[src/rtl/mem_arbiter.sv]
// ---------------------------------------------------------------------------
// mem_arbiter
//
// Two-client arbiter in front of the single-port data memory. Each client
// has a one-deep holding register, so it can have one request outstanding.
// Port 0 is instruction fetch and only reads. Port 1 is load/store and
// can read or write.
//
// When the memory is idle, one pending request is granted. Ties are broken
// round-robin. The grant issues a single-cycle memory request pulse, then
// the arbiter waits for the memory ack. When the ack arrives, the arbiter
// returns a one-cycle ack, plus read data for reads, to the granted client.
//
// Ports
//   clk, rst                    clock; asynchronous active-low reset
//   p0_rd_req, p0_addr          fetch read request pulse and byte address
//   p0_busy                     port-0 holding register occupied
//   p0_ack, p0_rd_data          port-0 completion pulse and read data
//   p1_rd_req, p1_wr_req        load / store request pulses
//   p1_addr, p1_wr_data         port-1 byte address and store data
//   p1_busy                     port-1 holding register occupied
//   p1_ack, p1_rd_data          port-1 completion pulse and read data
//                               (p1_rd_data is untouched by store acks)
//   mem_rd_req, mem_wr_req      single-cycle memory request pulses
//   mem_addr, mem_wr_data       memory address and data, held after the pulse
//   mem_busy                    memory cannot accept a request
//   mem_ack, mem_rd_data        memory completion pulse and read data
//   proto_err                   sticky: dropped request or p1 rd+wr together
//   timeout_err                 sticky: WAIT lasted TIMEOUT cycles without ack
//
// State table
//   S_IDLE | no memory transaction outstanding; grant when a port is pending
//   S_WAIT | one memory request issued; waiting for mem_ack
// ---------------------------------------------------------------------------
module mem_arbiter #(
    parameter int TIMEOUT = 64
) (
    input  logic        clk,
    input  logic        rst,

    input  logic        p0_rd_req,
    input  logic [31:0] p0_addr,
    output logic        p0_busy,
    output logic        p0_ack,
    output logic [31:0] p0_rd_data,

    input  logic        p1_rd_req,
    input  logic        p1_wr_req,
    input  logic [31:0] p1_addr,
    input  logic [31:0] p1_wr_data,
    output logic        p1_busy,
    output logic        p1_ack,
    output logic [31:0] p1_rd_data,

    output logic        mem_rd_req,
    output logic        mem_wr_req,
    output logic [31:0] mem_addr,
    output logic [31:0] mem_wr_data,
    input  logic        mem_busy,
    input  logic        mem_ack,
    input  logic [31:0] mem_rd_data,

    output logic        proto_err,
    output logic        timeout_err
);

    localparam int            CW         = $clog2(TIMEOUT + 1);
    localparam logic [CW-1:0] CNT_MAX    = CW'(TIMEOUT);
    localparam logic [CW-1:0] CNT_PRELIM = CW'(TIMEOUT - 1);

    typedef enum logic {
        S_IDLE = 1'b0,
        S_WAIT = 1'b1
    } state_t;

    state_t        r_state;
    state_t        w_state_nxt;

    // Holding registers. Port 0 never writes, so it carries no is_wr or data.
    logic          r_p0_pend;
    logic [31:0]   r_p0_addr;
    logic          r_p1_pend;
    logic          r_p1_wr;
    logic [31:0]   r_p1_addr;
    logic [31:0]   r_p1_wdata;

    // Grant bookkeeping
    logic          r_last_grant;
    logic          r_gnt_port;
    logic          r_gnt_wr;
    logic [CW-1:0] r_cnt;

    // Registered outputs
    logic          r_mem_rd_req;
    logic          r_mem_wr_req;
    logic [31:0]   r_mem_addr;
    logic [31:0]   r_mem_wr_data;
    logic          r_p0_ack;
    logic [31:0]   r_p0_rd_data;
    logic          r_p1_ack;
    logic [31:0]   r_p1_rd_data;
    logic          r_proto_err;
    logic          r_timeout_err;

    // Combinational helpers
    logic          w_p0_cap;
    logic          w_p1_any;
    logic          w_p1_cap;
    logic          w_proto_hit;
    logic          w_grant_go;
    logic          w_done;
    logic          w_sel;
    logic          w_sel_wr;
    logic [31:0]   w_sel_addr;
    logic [31:0]   w_sel_wdata;

    // ------------------------------------------------------------------
    // Request capture and protocol checking
    // ------------------------------------------------------------------
    assign w_p0_cap = p0_rd_req & ~r_p0_pend;
    assign w_p1_any = p1_rd_req | p1_wr_req;
    assign w_p1_cap = w_p1_any & ~r_p1_pend;

    // A pulse that hits an occupied holding register is lost, as is the read
    // half of a simultaneous p1 read+write. Both are reported.
    assign w_proto_hit = (p0_rd_req & r_p0_pend)
                       | (w_p1_any & r_p1_pend)
                       | (p1_rd_req & p1_wr_req);

    // ------------------------------------------------------------------
    // Grant selection: alternate on a tie, otherwise take whoever is pending
    // ------------------------------------------------------------------
    always_comb begin
        w_sel       = 1'b0;
        w_sel_wr    = 1'b0;
        w_sel_addr  = r_p0_addr;
        w_sel_wdata = '0;
        if (r_p0_pend && r_p1_pend) begin
            w_sel = ~r_last_grant;
        end else begin
            w_sel = r_p1_pend;
        end
        if (w_sel) begin
            w_sel_wr    = r_p1_wr;
            w_sel_addr  = r_p1_addr;
            w_sel_wdata = r_p1_wdata;
        end
    end

    // ------------------------------------------------------------------
    // FSM
    // ------------------------------------------------------------------
    always_ff @(posedge clk or negedge rst) begin
        if (!rst) begin
            r_state <= S_IDLE;
        end else begin
            r_state <= w_state_nxt;
        end
    end

    always_comb begin
        w_state_nxt = r_state;
        w_grant_go  = 1'b0;
        w_done      = 1'b0;
        case (r_state)
            S_IDLE: begin
                // A mem_ack seen here is a leftover from a transaction that
                // a reset discarded, so it is ignored.
                if ((r_p0_pend || r_p1_pend) && !mem_busy) begin
                    w_grant_go  = 1'b1;
                    w_state_nxt = S_WAIT;
                end
            end
            S_WAIT: begin
                if (mem_ack) begin
                    w_done      = 1'b1;
                    w_state_nxt = S_IDLE;
                end
            end
            default: begin
                w_state_nxt = S_IDLE;
            end
        endcase
    end

    // ------------------------------------------------------------------
    // Holding registers. A port can only be completed while it is pending,
    // and it can only capture while it is not, so the two never collide.
    // ------------------------------------------------------------------
    always_ff @(posedge clk or negedge rst) begin
        if (!rst) begin
            r_p0_pend <= 1'b0;
            r_p0_addr <= '0;
        end else if (w_p0_cap) begin
            r_p0_pend <= 1'b1;
            r_p0_addr <= p0_addr;
        end else if (w_done && !r_gnt_port) begin
            r_p0_pend <= 1'b0;
        end
    end

    always_ff @(posedge clk or negedge rst) begin
        if (!rst) begin
            r_p1_pend  <= 1'b0;
            r_p1_wr    <= 1'b0;
            r_p1_addr  <= '0;
            r_p1_wdata <= '0;
        end else if (w_p1_cap) begin
            r_p1_pend <= 1'b1;
            r_p1_wr   <= p1_wr_req;   // rd+wr together resolves to a write
            r_p1_addr <= p1_addr;
            if (p1_wr_req) begin
                r_p1_wdata <= p1_wr_data;
            end
        end else if (w_done && r_gnt_port) begin
            r_p1_pend <= 1'b0;
        end
    end

    // ------------------------------------------------------------------
    // Memory-side request registers. The pulse lasts one cycle because
    // w_grant_go only fires in IDLE and the next cycle is always WAIT.
    // ------------------------------------------------------------------
    always_ff @(posedge clk or negedge rst) begin
        if (!rst) begin
            r_mem_rd_req  <= 1'b0;
            r_mem_wr_req  <= 1'b0;
            r_mem_addr    <= '0;
            r_mem_wr_data <= '0;
            r_gnt_port    <= 1'b0;
            r_gnt_wr      <= 1'b0;
        end else begin
            r_mem_rd_req <= w_grant_go & ~w_sel_wr;
            r_mem_wr_req <= w_grant_go &  w_sel_wr;
            if (w_grant_go) begin
                r_mem_addr    <= w_sel_addr;
                r_mem_wr_data <= w_sel_wdata;
                r_gnt_port    <= w_sel;
                r_gnt_wr      <= w_sel_wr;
            end
        end
    end

    // ------------------------------------------------------------------
    // Completion: client ack, read data capture, round-robin pointer
    // ------------------------------------------------------------------
    always_ff @(posedge clk or negedge rst) begin
        if (!rst) begin
            r_p0_ack     <= 1'b0;
            r_p1_ack     <= 1'b0;
            r_p0_rd_data <= '0;
            r_p1_rd_data <= '0;
            r_last_grant <= 1'b1;
        end else begin
            r_p0_ack <= w_done & ~r_gnt_port;
            r_p1_ack <= w_done &  r_gnt_port;
            if (w_done) begin
                r_last_grant <= r_gnt_port;
                if (!r_gnt_port) begin
                    r_p0_rd_data <= mem_rd_data;
                end else if (!r_gnt_wr) begin
                    r_p1_rd_data <= mem_rd_data;
                end
            end
        end
    end

    // ------------------------------------------------------------------
    // WAIT-cycle counter. It saturates at TIMEOUT, and it only flags: the
    // outstanding transaction is still completed whenever the ack arrives.
    // ------------------------------------------------------------------
    always_ff @(posedge clk or negedge rst) begin
        if (!rst) begin
            r_cnt         <= '0;
            r_timeout_err <= 1'b0;
        end else if (w_grant_go) begin
            r_cnt <= '0;
        end else if ((r_state == S_WAIT) && !mem_ack && (r_cnt != CNT_MAX)) begin
            r_cnt <= r_cnt + 1'b1;
            if (r_cnt == CNT_PRELIM) begin
                r_timeout_err <= 1'b1;
            end
        end
    end

    always_ff @(posedge clk or negedge rst) begin
        if (!rst) begin
            r_proto_err <= 1'b0;
        end else if (w_proto_hit) begin
            r_proto_err <= 1'b1;
        end
    end

    // ------------------------------------------------------------------
    // Output assignments
    // ------------------------------------------------------------------
    assign p0_busy     = r_p0_pend;
    assign p0_ack      = r_p0_ack;
    assign p0_rd_data  = r_p0_rd_data;
    assign p1_busy     = r_p1_pend;
    assign p1_ack      = r_p1_ack;
    assign p1_rd_data  = r_p1_rd_data;
    assign mem_rd_req  = r_mem_rd_req;
    assign mem_wr_req  = r_mem_wr_req;
    assign mem_addr    = r_mem_addr;
    assign mem_wr_data = r_mem_wr_data;
    assign proto_err   = r_proto_err;
    assign timeout_err = r_timeout_err;

endmodule

[config.mk]
export PLATFORM = sky130hd
export DESIGN_NAME = mem_arbiter
export DESIGN_NICKNAME = d
export VERILOG_FILES = /design/src/rtl/mem_arbiter.sv
export SDC_FILE = /design/constraint.sdc
export NUM_CORES = 1
export LEC_CHECK = 0
export CORE_AREA = 2 2 144 146
export CTS_CLUSTER_DIAMETER = 150
export CTS_CLUSTER_SIZE = 25
export DETAILED_ROUTE_END_ITERATION = 7
export DIE_AREA = 0 0 146 148
export GPL_TIMING_DRIVEN = 0
export HOLD_SLACK_MARGIN = 0.05
export PLACE_DENSITY = 0.85
export SLEW_MARGIN = 20
export SYNTH_ARGS = -nofsm -noshare
export SYNTH_HDL_FRONTEND = slang
export SYNTH_SLANG_ARGS = --single-unit
export TNS_END_PERCENT = 5
[constraint.sdc]
create_clock -name clk -period 2.05 [get_ports clk]
set_input_delay 0.41 -clock clk [delete_from_list [all_inputs] [get_ports clk]]
set_output_delay 0.41 -clock clk [all_outputs]
set_load 0.03 [all_outputs]
# == Word-level counts from Yosys, hierarchy flattened ==
# Cells that the tools add are included.
# word_totals
out_inout_bits,136
n_memories,0
ff_bits,244
latch_bits,0
ramBits,0
romBits,0
wordCells,77
inputBits,135
# op_classes
n_bitwise,20
n_eq_ne,2
div_mod_pow,0
magnitude_cmp,0
muxes,16
shifts,0
n_addsub,1
n_reduce_logical,17
n_mul,0
# op_table
cell,n
$mux 32,2
$mux 7,2
$mux 1,11
$and 1x1->1,9
$not 1->1,8
$add 7x1->7 const B,1
$eq 7x6->1 const B,1
$ne 7x7->1 const B,1
$logic_and 1x1->1,6
$reduce_and 3->1,2
$reduce_bool 2->1,3
$reduce_and 2->1,2
$logic_not 1->1,3
$or 1x1->1,3
$pmux 1 s2,1
$logic_or 1x1->1,1

# == Logic depth before layout (Yosys ltp) ==
# Gate-level depths: netlist of run 1.
# logic_depth
depth_word,6
depth_mapped,6
depth_no_buf,4

# == Least setup slack after synthesis of run 1 ==
# Ideal clock, no wire load.
# synth_timing
path_type,reg-to-reg
start,"reg r_p1_pend, in the netlist p1_busy"
end,"reg r_mem_addr[2], in the netlist mem_addr[2]"
path_buffers,1
path_slack_ps,198
stages_incl_launch_ff,5
arrival_ps,1727
setup_time_ps,125
period_less_slack_ps,1852
required_time_ps,1925
cell_sequence,dfrtp_1 a21boi_2 buf_2 mux2_1 mux2_2
# synth_between
elab_chain_len,4
elab_cells_between_ends,7
cone_classes,mux: 4; reduce/logical: 3
# synth_lines
element,line,rtl
start: declaration,82,logic r_p1_pend;
start signal: assignment,204,r_p1_pend <= 1'b0;
start signal: assignment,209,r_p1_pend <= 1'b1;
start signal: assignment,216,r_p1_pend <= 1'b0;
$logic_or 1x1->1,169,if ((r_p0_pend || r_p1_pend) && !mem_busy) begin
$logic_and 1x1->1,169,
$mux 1,169,
$mux 1,165,case (r_state)
end signal: assignment,236,r_mem_addr <= w_sel_addr;
end: declaration,96,logic [31:0] r_mem_addr;
# Several ways; a longest one is shown, not always the timed one.
# A chain may end at the register's enable or synchronous reset.

# == Worst setup path in the final report of run 1 ==
# layout_timing
start,"reg r_mem_wr_data[29], in the netlist mem_wr_data[29]"
end,out mem_wr_data[29]
# layout_lines
element,line,rtl
start: declaration,97,logic [31:0] r_mem_wr_data;
start signal: assignment,237,r_mem_wr_data <= w_sel_wdata;
end: declaration,58,"output logic [31:0] mem_wr_data,"
# No word-level cell between the ends.

==> out/qor.txt, run 1 <==
status - completed
syn_nets - 735
number of global-route vias before repair - 6,494
n_diodes - 0
I/O pin cnt - 271
core area - 20,000 um^2
Hold Path Class - input pin to async pin
pin count of the biggest net entering global routing - 101
Die H - 148 um
DRT met1 WL - 8.81 mm
Max Fclk - 504 MHz
Synth Area in XOR/XNOR - 0
RSZ-0062 raised after global routing - no
# nets final - 1,023
DRT iter0 DRCs - 175
HPWL after detailed placement - 16.0 mm
area grow syn2layout - 36.4%
maximum VDD drop - 0.00107 V
multiplexer area fraction after synthesis - 0.269
CP endpoint kind - primary output
Longest Clk Path Bufs - 3
CP Cell Sequence - clkdlybuf4s50_1
fin cells - 1,158
layout cell share with drive strength beyond 1 - 0.257
WL/cell - 18.8 um
worst endpoint required time - 1.64 ns
Rows - 52
CTS tree - done
worst-path fanout max - 2
Arr. time, crit path - 1.57 ns
Vias - 5,965
Synth cell types - 31
Max Cap Viol - 0
Final Core Density - 0.647
post-CTS setup buffer count - 0
Setup Viol. Count Final - 0
Crit-path slowest cell - clkdlybuf4s50_1
Compound-Gate Fraction of Synth Area - 0.0449
I/O Buffers - 270
GPL Wtd Cong - 0.761
Crit path max-delay family - buffers and inverters
die area - 21,600 um^2
syn avg cell area - 15.9 um^2
Slew HR - 0.652
TritonCTS buffer count - 13
Final Cycle Share - 0.967
Power Density - 1610 nW/um^2
RR Startpoint - p1_busy$_DFFE_PN0P_
Worst Tran Pin Value - 0.522 ns
DR top layer - met4
Seq cells post-synth - 244
Total GRT Usage - 0.202
Min Clock Period, post-route - 1.98 ns
drt pass-1 iters - 4
Detailed Route WL - 21.7 mm
via/cell ratio - 5.15
largest family of logic cells by synthesized area - multiplexers
WP buf/inv - 1
CP Class - flop to primary output
Detail Route Antenna Nets - 0
placed cells - 1,140
CP peak stage delay - 0.73 ns
total grt overflow - 0
YS warnings - 0
first-pass GRT wire length - 35.0 mm
Pleak - 0.00553 uW
Clock Tree Root - clkbuf_16
met3 wire length - 1.42 mm
CP startpoint kind - flop
Setup Skew - 0.00997 ns
Synth Instances - 598
Synth Cell Area - 9510 um^2
wire length on met2 - 11.0 mm
fillers - 1,551
Post-Synth Adder-Cell Area - 0.00263
Pwr Total - 20,900 uW
DRC violations left - 0
simple-gate share of the synthesized area - 0.0171
clock sink count - 244
Hold Vio Cnt, Final - 0
Starting Density - 0.474
Clock Latency Late Sink - 0.46 ns
antenna violations before repair - 0
Die W - 146 um
clock slew at reported path FFs - 0.10 ns
Worst R2R Setup Slack - 0.09 ns
H-tree levels - 1
sequential share of the synthesized area - 0.642
crit path launch - mem_wr_data[29]$_DFFE_PN0N_
Max Slew Vio Count - 0
[where the power goes]
group / internal, uW / leakage (uW) / switching [uW]
clock network: 1180 / 0.000168 / 1470
registers: 7120 / 0.00293 / 1240
logic: 4950 / 0.00243 / 4950
total: 13200 / 0.00553 / 7660
[Yosys cell counts, drive strengths merged]
cell type / n / share of area
a21boi: 1 / 0.0012
a21o: 3 / 0.0024
a21oi: 7 / 0.0037
a22o: 33 / 0.030
a311o: 1 / 0.0011
a31o: 1 / 0.00092
and2: 1 / 0.00066
buf: 30 / 0.020
clkbuf: 4 / 0.0016
dfrtp: 243 / 0.64
dfstp: 1 / 0.0028
ha: 2 / 0.0026
inv: 7 / 0.0028
mux2: 224 / 0.27
mux2i: 3 / 0.0032
nand2: 8 / 0.0032
nand2b: 1 / 0.00066
nand3: 2 / 0.0011
nand3b: 1 / 0.00079
nand4b: 1 / 0.00092
nor2: 3 / 0.0020
nor2b: 3 / 0.0020
nor4: 1 / 0.00066
o21ai: 7 / 0.0037
o21bai: 2 / 0.0016
or2: 4 / 0.0026
or3: 4 / 0.0026
[per-stage QoR]
stage          TNS [ns]  setup slack, ns  area (um^2)  hold slack [ns]
2_1_floorplan         0            0.198         9510            0.114
3_3_place_gp   -2400.86            -9.70        12500            0.461
3_5_place_dp     -48.50           -0.587        12600            0.339
4_1_cts               0          0.00909        13000            0.424
5_1_grt               0           0.0182        13000            0.460
6_report              0           0.0672        13000            0.445
[cells by family after synthesis]
family | count (synthesis)
DFF | 244
muxes | 227
AOI/OAI and AO/OA | 55
buffers and inverters | 41
and+or+nand+nor | 29
adders and majority gates | 2
[flip-flops by register name, indices dropped and copies added (netlist names), 7 cells and up]
name,flops
r_cnt,7
r_p0_addr,32
p0_rd_data,32
p1_rd_data,32
mem_wr_data,32
r_p1_wdata,32
mem_addr,32
r_p1_addr,32
[path summary, 6_finish.rpt]
kind | to | cells past startpoint
worst max register to register | mem_addr[16]$_DFFE_PN0N_ | 4
min in group clk | timeout_err$_DFFE_PN0P_ | 1
max in group asynchronous | p0_rd_data[7]$_DFFE_PN0P_ | 3
worst max-delay path | mem_wr_data[29] | 1
worst min register to register | timeout_err$_DFFE_PN0P_ | 1
worst min-delay path | r_p1_addr[13]$_DFFE_PN0P_ | 2
[per-layer routing]
layer  GRT usage  vias to the layer above
met5           0                        -
met4      0.0558                        0
met3      0.0454                       32
met2       0.356                      178
met1       0.252                     3062
li1            -                     2693
[worst reg2reg max path: cells and delay by family (launching register included)]
family | cells | cell delay [ns]
flip-flops | 1 | 0.52
multiplexers | 2 | 0.64
buffers and inverters | 1 | 0.34
AO/OA/AOI/OAI | 1 | 0.35
[cell usage in the layout (no fill, tap or decap), drive strengths merged]
master         instances
clkdlybuf4s50        267
dfrtp                243
mux2                 224
a22o                  33
buf                   33
clkbuf                20
nand2                  8
inv                    7
a21oi                  7
o21ai                  7
or2                    4
or3                    4
nor2b                  3
mux2i                  3
a21o                   3
nor2                   3
nand3                  2
ha                     2
dlygate4sd2            2
o21bai                 2
a21boi                 1
and2                   1
nand2b                 1
nand4b                 1
nand3b                 1
nor4                   1
a311o                  1
a31o                   1
clkinv                 1
dlygate4sd3            1
dfstp                  1
[cell type report]
cell class	instances	area [um^2]	share of cell area
clock inverter	1	8.76	0.000675
timing repair buffer	273	2770	0.214
inverter	7	26.3	0.00203
tap	270	338	0.0260
sequential	244	6110	0.471
multi-input combinational	313	3180	0.245
buffer	34	205	0.0158
clock buffer	16	337	0.0260
[what timing repair did]
item	CTS	global route
gates resized for setup	3	1
setup endpoints to repair	30	29
pin swaps	0	0
hold buffers	1	0
endpoints found under the hold margin	44	0
Note: power is estimated with default switching activity, not from simulation.
==> run 2: changes to the inputs <==
--- a/config.mk
+++ b/config.mk
@@ -5,14 +5,14 @@
 export SDC_FILE = /design/constraint.sdc
 export NUM_CORES = 1
 export LEC_CHECK = 0
-export CORE_AREA = 2 2 144 146
+export CORE_AREA = 2 2 198 200
 export CTS_CLUSTER_DIAMETER = 150
 export CTS_CLUSTER_SIZE = 25
 export DETAILED_ROUTE_END_ITERATION = 7
-export DIE_AREA = 0 0 146 148
+export DIE_AREA = 0 0 200 202
 export GPL_TIMING_DRIVEN = 0
 export HOLD_SLACK_MARGIN = 0.05
-export PLACE_DENSITY = 0.85
+export PLACE_DENSITY = 0.52
 export SLEW_MARGIN = 20
 export SYNTH_ARGS = -nofsm -noshare
 export SYNTH_HDL_FRONTEND = slang
==> run 2 against run 1 <==
Against the previous run: via count shrank 1.3%; total power is 0.47% higher; sequential share of layout area is 1.2 points lower; clock skew is 0.0018 ns higher; non-clock buffer count rose by 1; register-to-register slack better by 0.07 ns; die area is 87% higher; global-route usage fell by 8.2 points.
==> out/qor.txt, run 2 (synthesis results as in run 1) <==
status - completed (unchanged)
CP peak stage delay - 0.72 ns (was 0.73 ns)
Crit path max-delay family - buffers and inverters (unchanged)
Hold Path Class - input pin to async pin (unchanged)
CP Class - flop to primary output (unchanged)
CP Cell Sequence - clkdlybuf4s50_1 (unchanged)
# nets final - 1,024 (was 1,023)
Detail Route Antenna Nets - 0 (unchanged)
DRT iter0 DRCs - 147 (was 175)
Hold Vio Cnt, Final - 0 (unchanged)
crit path launch - proto_err$_DFFE_PN0P_ (was mem_wr_data[29]$_DFFE_PN0N_)
TritonCTS buffer count - 13 (unchanged)
commonest non-fill, non-tap cell in the layout - clkdlybuf4s50_1 (unchanged)
Levels on crit path - 1 (unchanged)
combinational power share - 0.474 (about the same)
fin cells - 1,407 (was 1,158)
Worst R2R Setup Slack - 0.16 ns (was 0.09 ns)
I/O pin cnt - 271 (unchanged)
Sw Share - 0.369 (was 0.366)
placed cells - 1,389 (was 1,140)
Die W - 200 um (was 146 um)
pin count of the biggest net entering global routing - 73 (was 101)
Hold WS - 0.409 ns (was 0.445 ns)
WP buf/inv - 1 (unchanged)
Vias - 5,887 (was 5,965)
first-pass GRT wire length - 37.1 mm (was 35.0 mm)
Clock Latency Late Sink - 0.49 ns (was 0.46 ns)
WL/cell - 17.3 um (was 18.8 um)
Setup Skew - 0.0118 ns (was 0.00997 ns)
core area - 38,300 um^2 (was 20,000 um^2)
DRC violations left - 0 (unchanged)
P_sw - 7760 uW (was 7660 uW)
Die H - 202 um (was 148 um)
n_diodes - 0 (unchanged)
worst-path fanout max - 2 (unchanged)
Max Fclk - 505 MHz (was 504 MHz)
Arr. time, crit path - 1.57 ns (about the same)
GPL Wtd Cong - 0.689 (was 0.761)
CP endpoint kind - primary output (unchanged)
Max Slew Vio Count - 0 (unchanged)
antenna violations before repair - 1 (was 0)
layout cell share with drive strength beyond 1 - 0.258 (was 0.257)
worst reg-to-reg path cell count - 4 (unchanged)
maximum VDD drop - 0.000630 V (was 0.00107 V)
clock slew at reported path FFs - 0.10 ns (about the same)
Longest Clk Path Bufs - 3 (unchanged)
Setup Viol. Count Final - 0 (unchanged)
CTS tree - done (unchanged)
Final Cycle Share - 0.966 (was 0.967)
RSZ-0062 raised after global routing - no (unchanged)
Clock power frac - 0.132 (was 0.126)
CP startpoint kind - flop (unchanged)
Seq pwr share - 0.394 (was 0.400)
via/cell ratio - 4.18 (was 5.15)
internal power - 13,300 uW (was 13,200 uW)
Total GRT Usage - 0.119 (was 0.202)
worst endpoint required time - 1.64 ns (about the same)
Starting Density - 0.248 (was 0.474)
post-CTS setup buffer count - 0 (unchanged)
Clock Tree Root - clkbuf_16 (unchanged)
I/O Buffers - 270 (unchanged)
H-tree levels - 1 (unchanged)
clock sink count - 244 (unchanged)
Worst Tran Pin Value - 0.451 ns (was 0.522 ns)
Detailed Route WL - 24.3 mm (was 21.7 mm)
die area - 40,400 um^2 (was 21,600 um^2)
Crit-path slowest cell - clkdlybuf4s50_1 (unchanged)
Min Clock Period, post-route - 1.98 ns (about the same)
Pleak - 0.00560 uW (was 0.00553 uW)
drt pass-1 iters - 5 (was 4)
area grow syn2layout - 40.1% (was 36.4%)
Rows - 72 (was 52)
Power Density - 1580 nW/um^2 (was 1610 nW/um^2)
total grt overflow - 0 (unchanged)
RR Startpoint - p1_busy$_DFFE_PN0P_ (unchanged)
number of global-route vias before repair - 6,144 (was 6,494)
DP Area - 12,900 um^2 (was 12,600 um^2)
final cell area excluding filler cells - 13,300 um^2 (was 13,000 um^2)
most frequent cells in the layout - clkdlybuf4s50_1 (261), dfrtp_1 (243), mux2_2 (176), mux2_1 (48), a22o_1 (33) (was clkdlybuf4s50_1 (267), dfrtp_1 (243), mux2_2 (176), mux2_1 (48), a22o_1 (33))
HPWL after detailed placement - 17.5 mm (was 16.0 mm)
Max Cap Viol - 0 (unchanged)
Reg-to-Reg End - mem_addr[3]$_DFFE_PN0N_ (was mem_addr[16]$_DFFE_PN0N_)
Slew HR - 0.699 (was 0.652)
## run 2: area by class of cell
cell class,instances,area [um^2]
inverters,7,26.3
well taps,518,648
clock buffers,16,337
fillers,3798,25000
flip-flops and latches,244,6110
clock inverters,1,8.76
multi-input cells,313,3180
repair buffers,274,2800
plain buffers,34,213
## run 2: timing repair
item,CTS,global route
hold endpoints to repair,50,0
pin swaps,0,1
resized for setup,7,6
hold buffers,1,0
gates cloned,0,0
setup endpoints to repair,34,40
## run 2: how the worst max path moves through the flow
stage / endpoint / slack [ns]
finish: proto_err / 0.07
global route: mem_addr[27] / 0.002
CTS: r_p1_addr[2]$_DFFE_PN0P_ / 0.005
detailed placement: r_p1_addr[31]$_DFFE_PN0P_ / -0.54
global placement: p1_rd_data[13]$_DFFE_PN0P_ / -10.65
floorplan: mem_addr[2]$_DFFE_PN0N_ / 0.20
## run 2: metal layers
layer | GRT usage | vias to the layer above | part of all wire | wire [um]
li1 | - | 2706 | - | -
met1 | 0.151 | 3025 | 0.42 | 10100
met2 | 0.199 | 132 | 0.49 | 11900
met3 | 0.0309 | 22 | 0.064 | 1550
met4 | 0.0352 | 2 | 0.027 | 659
met5 | 0 | - | 0.00066 | 16
## run 2: power groups by stage
stage / Combinational [uW] / Sequential, uW / Clock, uW
CTS: 10200 / 8300 / 2990
finish: 9960 / 8270 / 2780
global route: 10600 / 8580 / 3130
floorplan: 3680 / 10700 / 0
detailed placement: 10200 / 8390 / 0
global placement: 10000 / 8380 / 0
## run 2: per-stage QoR
stage / TNS [ns] / setup WS (ns) / power [uW] / util
6_report: 0 / 0.0707 / 21000 / 0.348
3_5_place_dp: -53.49 / -0.540 / 18500 / 0.338
3_3_place_gp: -2643.04 / -10.65 / 18400 / 0.336
5_1_grt: 0 / 0.00232 / 22300 / 0.348
2_1_floorplan: 0 / 0.198 / 14400 / -
4_1_cts: 0 / 0.00534 / 21500 / 0.347
